$ cat src/rtl/ysyx_lsu_if.sv
// ysyx_lsu_if -- load/store bus bundle between the LSU and the memory side.
//   AR/R : arvalid_o, araddr_o, arsize_o -> ; <- arready, rvalid, rdata, rresp ; rready_o ->
//   AW/W : awvalid_o, awaddr_o, awsize_o, wvalid_o, wdata_o, wstrb_o -> ; <- awready, wready
//   B    : <- bvalid, bresp ; bready_o ->
// Signals keep the LSU-side naming (_o = driven by the LSU).
interface ysyx_lsu_if #(parameter int BIT_W = 32) ();
  logic             arvalid_o;
  logic [BIT_W-1:0] araddr_o;
  logic [2:0]       arsize_o;
  logic             arready;
  logic             rvalid;
  logic [BIT_W-1:0] rdata;
  logic [1:0]       rresp;
  logic             rready_o;
  logic             awvalid_o;
  logic [BIT_W-1:0] awaddr_o;
  logic [2:0]       awsize_o;
  logic             awready;
  logic             wvalid_o;
  logic [BIT_W-1:0] wdata_o;
  logic [3:0]       wstrb_o;
  logic             wready;
  logic             bvalid;
  logic [1:0]       bresp;
  logic             bready_o;

  modport master (
    output arvalid_o, araddr_o, arsize_o, rready_o,
           awvalid_o, awaddr_o, awsize_o, wvalid_o, wdata_o, wstrb_o, bready_o,
    input  arready, rvalid, rdata, rresp, awready, wready, bvalid, bresp
  );
  modport slave (
    input  arvalid_o, araddr_o, arsize_o, rready_o,
           awvalid_o, awaddr_o, awsize_o, wvalid_o, wdata_o, wstrb_o, bready_o,
    output arready, rvalid, rdata, rresp, awready, wready, bvalid, bresp
  );
endinterface

$ cat src/rtl/ysyx_lsu.sv
// ysyx_lsu -- single-outstanding load/store unit between EXU and a valid/ready bus.
//   clk, rst            : clock, synchronous active-high reset
//   lsu_avalid          : request, held until completion; sampled only in IDLE
//   lsu_addr/ren/wen    : byte address and direction (ren&wen = load)
//   lsu_func3           : [1:0] size (byte/half/word), [2] unsigned load
//   lsu_wdata           : right-aligned store data
//   lsu_rdata_o         : last load result, aligned and extended
//   lsu_exu_rvalid_o    : one-cycle load completion
//   lsu_exu_wready_o    : one-cycle store completion
//   lsu_err_o           : misaligned or bus error, valid with a completion pulse
//   bus                 : master side of ysyx_lsu_if
// All bus outputs come from registers or the state only.
module ysyx_lsu #(
  parameter int BIT_W = 32
) (
  input  logic             clk,
  input  logic             rst,
  input  logic             lsu_avalid,
  input  logic [BIT_W-1:0] lsu_addr,
  input  logic             lsu_ren,
  input  logic             lsu_wen,
  input  logic [2:0]       lsu_func3,
  input  logic [BIT_W-1:0] lsu_wdata,
  output logic [BIT_W-1:0] lsu_rdata_o,
  output logic             lsu_exu_rvalid_o,
  output logic             lsu_exu_wready_o,
  output logic             lsu_err_o,
  ysyx_lsu_if.master       bus
);
  typedef enum logic [2:0] {IDLE, RD_A, RD_D, WR_AW, WR_B, DONE} state_e;

  state_e           state_q, state_d;
  logic [BIT_W-1:0] addr_q, wdata_q, rdata_q;
  logic [2:0]       func3_q;
  logic             store_q, err_q, aw_done_q, w_done_q;
  logic             req_store, req_misal;
  logic [1:0]       off_q;
  logic [BIT_W-1:0] rsh, load_ext;
  logic [3:0]       strb_base;

  assign req_store = lsu_wen & ~lsu_ren;
  assign off_q     = addr_q[1:0];

  always_comb begin
    case (lsu_func3[1:0])
      2'd0:    req_misal = 1'b0;
      2'd1:    req_misal = lsu_addr[0];
      default: req_misal = |lsu_addr[1:0];
    endcase
  end

  // Load alignment/extension; the result is registered on the R handshake,
  // so rdata_q only changes as a load completes.
  assign rsh = bus.rdata >> {off_q, 3'b000};
  always_comb begin
    case (func3_q[1:0])
      2'd0:    load_ext = {{(BIT_W-8){~func3_q[2] & rsh[7]}}, rsh[7:0]};
      2'd1:    load_ext = {{(BIT_W-16){~func3_q[2] & rsh[15]}}, rsh[15:0]};
      default: load_ext = rsh;
    endcase
  end

  always_comb begin
    case (func3_q[1:0])
      2'd0:    strb_base = 4'b0001;
      2'd1:    strb_base = 4'b0011;
      default: strb_base = 4'b1111;
    endcase
  end

  always_comb begin
    state_d = state_q;
    case (state_q)
      IDLE:  if (lsu_avalid) state_d = req_misal ? DONE : (req_store ? WR_AW : RD_A);
      RD_A:  if (bus.arready) state_d = RD_D;
      RD_D:  if (bus.rvalid) state_d = DONE;
      // AW and W complete independently; leave once both are through,
      // counting a handshake that lands this cycle.
      WR_AW: if ((aw_done_q | bus.awready) & (w_done_q | bus.wready)) state_d = WR_B;
      WR_B:  if (bus.bvalid) state_d = DONE;
      DONE:  state_d = IDLE;
      default: state_d = IDLE;
    endcase
  end

  always_ff @(posedge clk) begin
    if (rst) begin
      state_q   <= IDLE;
      addr_q    <= '0;
      wdata_q   <= '0;
      rdata_q   <= '0;
      func3_q   <= '0;
      store_q   <= 1'b0;
      err_q     <= 1'b0;
      aw_done_q <= 1'b0;
      w_done_q  <= 1'b0;
    end else begin
      state_q <= state_d;
      case (state_q)
        IDLE: if (lsu_avalid) begin
          addr_q    <= lsu_addr;
          func3_q   <= lsu_func3;
          wdata_q   <= lsu_wdata;
          store_q   <= req_store;
          err_q     <= req_misal;
          aw_done_q <= 1'b0;
          w_done_q  <= 1'b0;
        end
        RD_D: if (bus.rvalid) begin
          err_q   <= |bus.rresp;
          rdata_q <= load_ext;     // updated even on a bus error
        end
        WR_AW: begin
          if (bus.awready) aw_done_q <= 1'b1;
          if (bus.wready)  w_done_q  <= 1'b1;
        end
        WR_B: if (bus.bvalid) err_q <= |bus.bresp;
        default: ;
      endcase
    end
  end

  assign bus.arvalid_o = (state_q == RD_A);
  assign bus.araddr_o  = addr_q;
  assign bus.arsize_o  = {1'b0, func3_q[1:0]};
  assign bus.rready_o  = (state_q == RD_D);
  assign bus.awvalid_o = (state_q == WR_AW) & ~aw_done_q;
  assign bus.awaddr_o  = addr_q;
  assign bus.awsize_o  = {1'b0, func3_q[1:0]};
  assign bus.wvalid_o  = (state_q == WR_AW) & ~w_done_q;
  assign bus.wdata_o   = wdata_q << {off_q, 3'b000};
  assign bus.wstrb_o   = strb_base << off_q;
  assign bus.bready_o  = (state_q == WR_B);

  assign lsu_rdata_o      = rdata_q;
  assign lsu_exu_rvalid_o = (state_q == DONE) & ~store_q;
  assign lsu_exu_wready_o = (state_q == DONE) &  store_q;
  assign lsu_err_o        = (state_q == DONE) &  err_q;
endmodule

$ cat src/flat_wrapper.sv
// flat-port wrapper written by rule: the top's interface ports become plain ports
module ysyx_lsu_flat 
#(
  parameter int BIT_W = 32
)
  (clk, rst, lsu_avalid, lsu_addr, lsu_ren, lsu_wen, lsu_func3, lsu_wdata, lsu_rdata_o, lsu_exu_rvalid_o, lsu_exu_wready_o, lsu_err_o, bus_arvalid_o, bus_araddr_o, bus_arsize_o, bus_rready_o, bus_awvalid_o, bus_awaddr_o, bus_awsize_o, bus_wvalid_o, bus_wdata_o, bus_wstrb_o, bus_bready_o, bus_arready, bus_rvalid, bus_rdata, bus_rresp, bus_awready, bus_wready, bus_bvalid, bus_bresp);
  ysyx_lsu_if #(.BIT_W(BIT_W)) bus_i ();
  input  logic clk;
  input  logic rst;
  input  logic lsu_avalid;
  input  logic [BIT_W-1:0] lsu_addr;
  input  logic lsu_ren;
  input  logic lsu_wen;
  input  logic [2:0] lsu_func3;
  input  logic [BIT_W-1:0] lsu_wdata;
  output logic [BIT_W-1:0] lsu_rdata_o;
  output logic lsu_exu_rvalid_o;
  output logic lsu_exu_wready_o;
  output logic lsu_err_o;
  output wire logic [$bits(bus_i.arvalid_o)-1:0] bus_arvalid_o;
  output wire logic [$bits(bus_i.araddr_o)-1:0] bus_araddr_o;
  output wire logic [$bits(bus_i.arsize_o)-1:0] bus_arsize_o;
  output wire logic [$bits(bus_i.rready_o)-1:0] bus_rready_o;
  output wire logic [$bits(bus_i.awvalid_o)-1:0] bus_awvalid_o;
  output wire logic [$bits(bus_i.awaddr_o)-1:0] bus_awaddr_o;
  output wire logic [$bits(bus_i.awsize_o)-1:0] bus_awsize_o;
  output wire logic [$bits(bus_i.wvalid_o)-1:0] bus_wvalid_o;
  output wire logic [$bits(bus_i.wdata_o)-1:0] bus_wdata_o;
  output wire logic [$bits(bus_i.wstrb_o)-1:0] bus_wstrb_o;
  output wire logic [$bits(bus_i.bready_o)-1:0] bus_bready_o;
  input wire logic [$bits(bus_i.arready)-1:0] bus_arready;
  input wire logic [$bits(bus_i.rvalid)-1:0] bus_rvalid;
  input wire logic [$bits(bus_i.rdata)-1:0] bus_rdata;
  input wire logic [$bits(bus_i.rresp)-1:0] bus_rresp;
  input wire logic [$bits(bus_i.awready)-1:0] bus_awready;
  input wire logic [$bits(bus_i.wready)-1:0] bus_wready;
  input wire logic [$bits(bus_i.bvalid)-1:0] bus_bvalid;
  input wire logic [$bits(bus_i.bresp)-1:0] bus_bresp;
  assign bus_arvalid_o = bus_i.arvalid_o;
  assign bus_araddr_o = bus_i.araddr_o;
  assign bus_arsize_o = bus_i.arsize_o;
  assign bus_rready_o = bus_i.rready_o;
  assign bus_awvalid_o = bus_i.awvalid_o;
  assign bus_awaddr_o = bus_i.awaddr_o;
  assign bus_awsize_o = bus_i.awsize_o;
  assign bus_wvalid_o = bus_i.wvalid_o;
  assign bus_wdata_o = bus_i.wdata_o;
  assign bus_wstrb_o = bus_i.wstrb_o;
  assign bus_bready_o = bus_i.bready_o;
  assign bus_i.arready = bus_arready;
  assign bus_i.rvalid = bus_rvalid;
  assign bus_i.rdata = bus_rdata;
  assign bus_i.rresp = bus_rresp;
  assign bus_i.awready = bus_awready;
  assign bus_i.wready = bus_wready;
  assign bus_i.bvalid = bus_bvalid;
  assign bus_i.bresp = bus_bresp;
  ysyx_lsu #(.BIT_W(BIT_W)) u_core (.clk(clk), .rst(rst), .lsu_avalid(lsu_avalid), .lsu_addr(lsu_addr), .lsu_ren(lsu_ren), .lsu_wen(lsu_wen), .lsu_func3(lsu_func3), .lsu_wdata(lsu_wdata), .lsu_rdata_o(lsu_rdata_o), .lsu_exu_rvalid_o(lsu_exu_rvalid_o), .lsu_exu_wready_o(lsu_exu_wready_o), .lsu_err_o(lsu_err_o), .bus(bus_i));
endmodule
$ cat config.mk
export PLATFORM = sky130hd
export DESIGN_NAME = ysyx_lsu_flat
export DESIGN_NICKNAME = d
export VERILOG_FILES = /design/src/rtl/ysyx_lsu_if.sv /design/src/rtl/ysyx_lsu.sv /design/src/flat_wrapper.sv
export SDC_FILE = /design/constraint.sdc
export NUM_CORES = 1
export LEC_CHECK = 0
export ABC_AREA = 1
export CORE_MARGIN = 2
export CORE_UTILIZATION = 45
export DETAILED_ROUTE_END_ITERATION = 10
export PLACE_DENSITY = 0.9
export SYNTH_ARGS = -nofsm -noshare
export SYNTH_HDL_FRONTEND = slang
export SYNTH_SLANG_ARGS = --single-unit
$ cat constraint.sdc
create_clock -name clk -period 2.6 [get_ports clk]
set_input_delay 0.39 -clock clk [delete_from_list [all_inputs] [get_ports clk]]
set_output_delay 0.39 -clock clk [all_outputs]
set_load 0.005 [all_outputs]
==> flow_metrics.env <==
export IMPL_port_buffers=256
export IMPL_synthToLayoutAreaGrowth_pct=47.8
export IMPL_clock_path_buffers=2
export IMPL_gp_congestion=0.944
export IMPL_ys_seq_elements=106
export IMPL_wl_per_cell_microns=15.3
export IMPL_outcome="completed"
export IMPL_grt_pass1_wl_microns=28500
export IMPL_placed_area_sq_um=7970
export IMPL_synthCells=860
export IMPL_worst_setup_path_start_kind="register"
export IMPL_r2r_start="u_core.bus.araddr_o[0]"
export IMPL_rsz0062_at_grt="false"
export IMPL_critPathLaunch="u_core.bus.araddr_o[0]"
export IMPL_hold_buffers=0
export IMPL_stdcell_area_sq_um=8280
export IMPL_grt_use_met3=0.0612
export IMPL_drc=0
export IMPL_dr_total_vias=6333
export IMPL_post_drt_via_cell_ratio=5.17
export IMPL_rrSetupSlack_ns=0.55
export IMPL_grt_start_max_net_pins=72
export IMPL_cts_tree="yes"
export IMPL_use_met1=0.331
export IMPL_met2_usage=0.453
export IMPL_num_io_pins=259
export IMPL_dp_hpwl_microns=13800
export IMPL_htreeDepth=3
export IMPL_slew_viol_final=0
export IMPL_grt_overflow=0
export IMPL_top_usage_layer="met2"
export IMPL_holdPathEnd="u_core.wdata_q[25]"
export IMPL_timing_rr_end="u_core.lsu_rdata_o[28]"
export IMPL_drv_cap=0
export IMPL_max_freq_mhz=410
export IMPL_crit_fanout=23
export IMPL_dieArea_sq_um=13400
export IMPL_ys_types=27
export IMPL_nFillCells=1014
export IMPL_nets=1164
export IMPL_hold_viol=0
export IMPL_setup_viol=0
export IMPL_p_per_area_nw_per_um2=909
export IMPL_hold_start="u_core.wdata_q[25]"
export IMPL_drive_gt1_frac=0.0540
export IMPL_cp_common_cell="a21oi_1"
export IMPL_n_antenna_cell=0
export IMPL_timing_final_crit_share=0.938
export IMPL_timing_final_ws_setup_ns=0.161
export IMPL_crit_slowest_cell="clkdlybuf4s50_1"
export IMPL_start_util=0.465
export IMPL_yosysWarnings=0
export IMPL_worstHoldPathCells=2
export IMPL_antenna_found_initial=1
export IMPL_dr_pass1_iters=6
export IMPL_cts_root_buf="clkbuf_16"
export IMPL_slew_headroom=0.573
export IMPL_min_period_ns=2.44
export IMPL_clkSlewWorstSetupHoldPaths_ns=0.08
export IMPL_clock_sinks=106
export IMPL_power_mw=7.53
export IMPL_die_w_microns=116
export IMPL_floorplan_rows=40
export IMPL_path_class="reg2out"
export IMPL_wl_microns=18700
export IMPL_hold_class="reg2reg"
export IMPL_max_stage_delay_ns=0.52
export IMPL_cp_required_ns=2.21
export IMPL_cp_end_kind="output port"
export IMPL_tightest_slew_ns=0.640
export IMPL_leakage_nw=3.43
export IMPL_fp_dieH_microns=116
export IMPL_cp_cell_sequence="inv_2 -> buf_4 -> o21ai_0 -> a21oi_1 -> a21oi_1 -> clkdlybuf4s50_1"
export IMPL_skew_ns=0.0102
export IMPL_core_sq_um=12100
export IMPL_tns_ns=0
export IMPL_track_usage=0.269
export IMPL_numCtsBuffers=9
export IMPL_insertion_delay_ns=0.34
export IMPL_r2r_cells=8
export IMPL_first_global_vias=5871
export IMPL_ys_seq_area_frac=0.379
export IMPL_avgSynthCellArea_sq_um=6.52
export IMPL_ant_nets=0
export IMPL_fin_util=0.687
export IMPL_crit_arrival_ns=2.05
export IMPL_drt_iter0_drc=584
export IMPL_ir_worst_vdd_v=0.000599
export IMPL_post_place_ws_ns=0.345
export IMPL_syn_cell_area_sq_um=5610
how the worst max path moves through the flow:
stage / endpoint / slack (ns) / cells past startpoint
floorplan: bus_wdata_o[17] / 1.0 / 4
global placement: bus_wdata_o[31] / 0.41 / 6
detailed placement: bus_wdata_o[31] / 0.34 / 6
CTS: bus_wstrb_o[3] / 0.04 / 4
global route: bus_wdata_o[31] / 0.07 / 6
finish: bus_wdata_o[31] / 0.16 / 6
cell families after synthesis:
logic type             synth area share
DFF                               0.379
AOI/OAI and AO/OA                 0.182
buffers and inverters             0.159
and+or+nand+nor                   0.279
other                          0.000669
layout make-up:
class | count | area [sq um] | area share
repair buffers | 275 | 2710 | 0.327
multi-input cells | 570 | 2590 | 0.313
flip-flops and latches | 106 | 2130 | 0.257
inverters | 89 | 334 | 0.0403
clock buffers | 10 | 229 | 0.0276
well taps | 168 | 210 | 0.0254
clock inverters | 6 | 75.1 | 0.00906
layout by cell type (no fill, tap or decap), drive strengths merged:
cell type,n
buf,19
o211ai,8
nand3,87
o22ai,4
nand4,3
conb,2
clkinvlp,1
or2,7
o32ai,1
a22oi,1
dfxtp,106
clkinv,2
nor2,129
o21ai,85
nand2,136
nor3,7
a21oi,99
clkdlybuf4s50,255
nand3b,1
clkbuf,11
inv,91
bufinv,1
power by group:
group          switching (mW)  total [mW]  internal, mW
Combinational            1.96        3.81          1.85
Sequential              0.286        2.30          2.01
Clock                   0.654        1.42         0.763
Total                    2.90        7.53          4.63
state kept, by name (all words and copies together) (netlist names):
signal / count
u_core.bus.araddr_o: 32
u_core.store_q: 1
u_core.func3_q: 3
u_core.wdata_q: 32
u_core.w_done_q: 1
u_core.aw_done_q: 1
u_core.lsu_rdata_o: 32
u_core.err_q: 1
u_core.state_q: 3
cell usage after synthesis:
| cell | number | area share |
|---|---|---|
| nor3_1 | 7 | 0.0062 |
| nor2_2 | 2 | 0.0022 |
| or2_2 | 7 | 0.0078 |
| nand3_1 | 87 | 0.078 |
| o21ai_0 | 81 | 0.072 |
| nor2_1 | 126 | 0.084 |
| buf_2 | 26 | 0.023 |
| nor2_4 | 1 | 0.0020 |
| o21ai_1 | 4 | 0.0036 |
| buf_6 | 2 | 0.0040 |
| dfxtp_1 | 106 | 0.38 |
| a21oi_1 | 99 | 0.088 |
| nand2_1 | 134 | 0.090 |
| nand4_1 | 1 | 0.0011 |
| conb_1 | 1 | 0.00067 |
| a22oi_1 | 1 | 0.0013 |
| buf_4 | 40 | 0.054 |
| buf_1 | 4 | 0.0027 |
| clkbuf_1 | 24 | 0.016 |
| nand3b_1 | 1 | 0.0013 |
| nand4_2 | 2 | 0.0045 |
| inv_1 | 83 | 0.056 |
| inv_2 | 6 | 0.0040 |
| nand2_2 | 2 | 0.0022 |
| o22ai_1 | 4 | 0.0045 |
| o211ai_1 | 8 | 0.011 |
| o32ai_1 | 1 | 0.0016 |
layer usage:
metal  up-vias  wire, microns
met1      2884           7550
met4         2            532
li1       3109              -
met5         -             11
met2       289           9070
met3        49           1550
timing repair:
item,in CTS,in global routing
endpoints found under the hold margin,0,0
setup endpoints to repair,1,4
gates cloned,0,0
gates resized for setup,1,1
buffers inserted,0,1
worst max-delay path: cells and delay by family, from the launching register on:
family	cells	cell delay, ns
buffers and inverters	3	0.88
flip-flops	1	0.43
AO/OA/AOI/OAI	3	0.38
per-stage QoR:
stage               hold slack (ns)  cells
global placement              0.445   1207
global route                  0.487   1224
CTS                           0.454   1223
finish                        0.453   1224
detailed placement            0.443   1207
floorplan                     0.429    861
(Power assumes the default switching activity.)
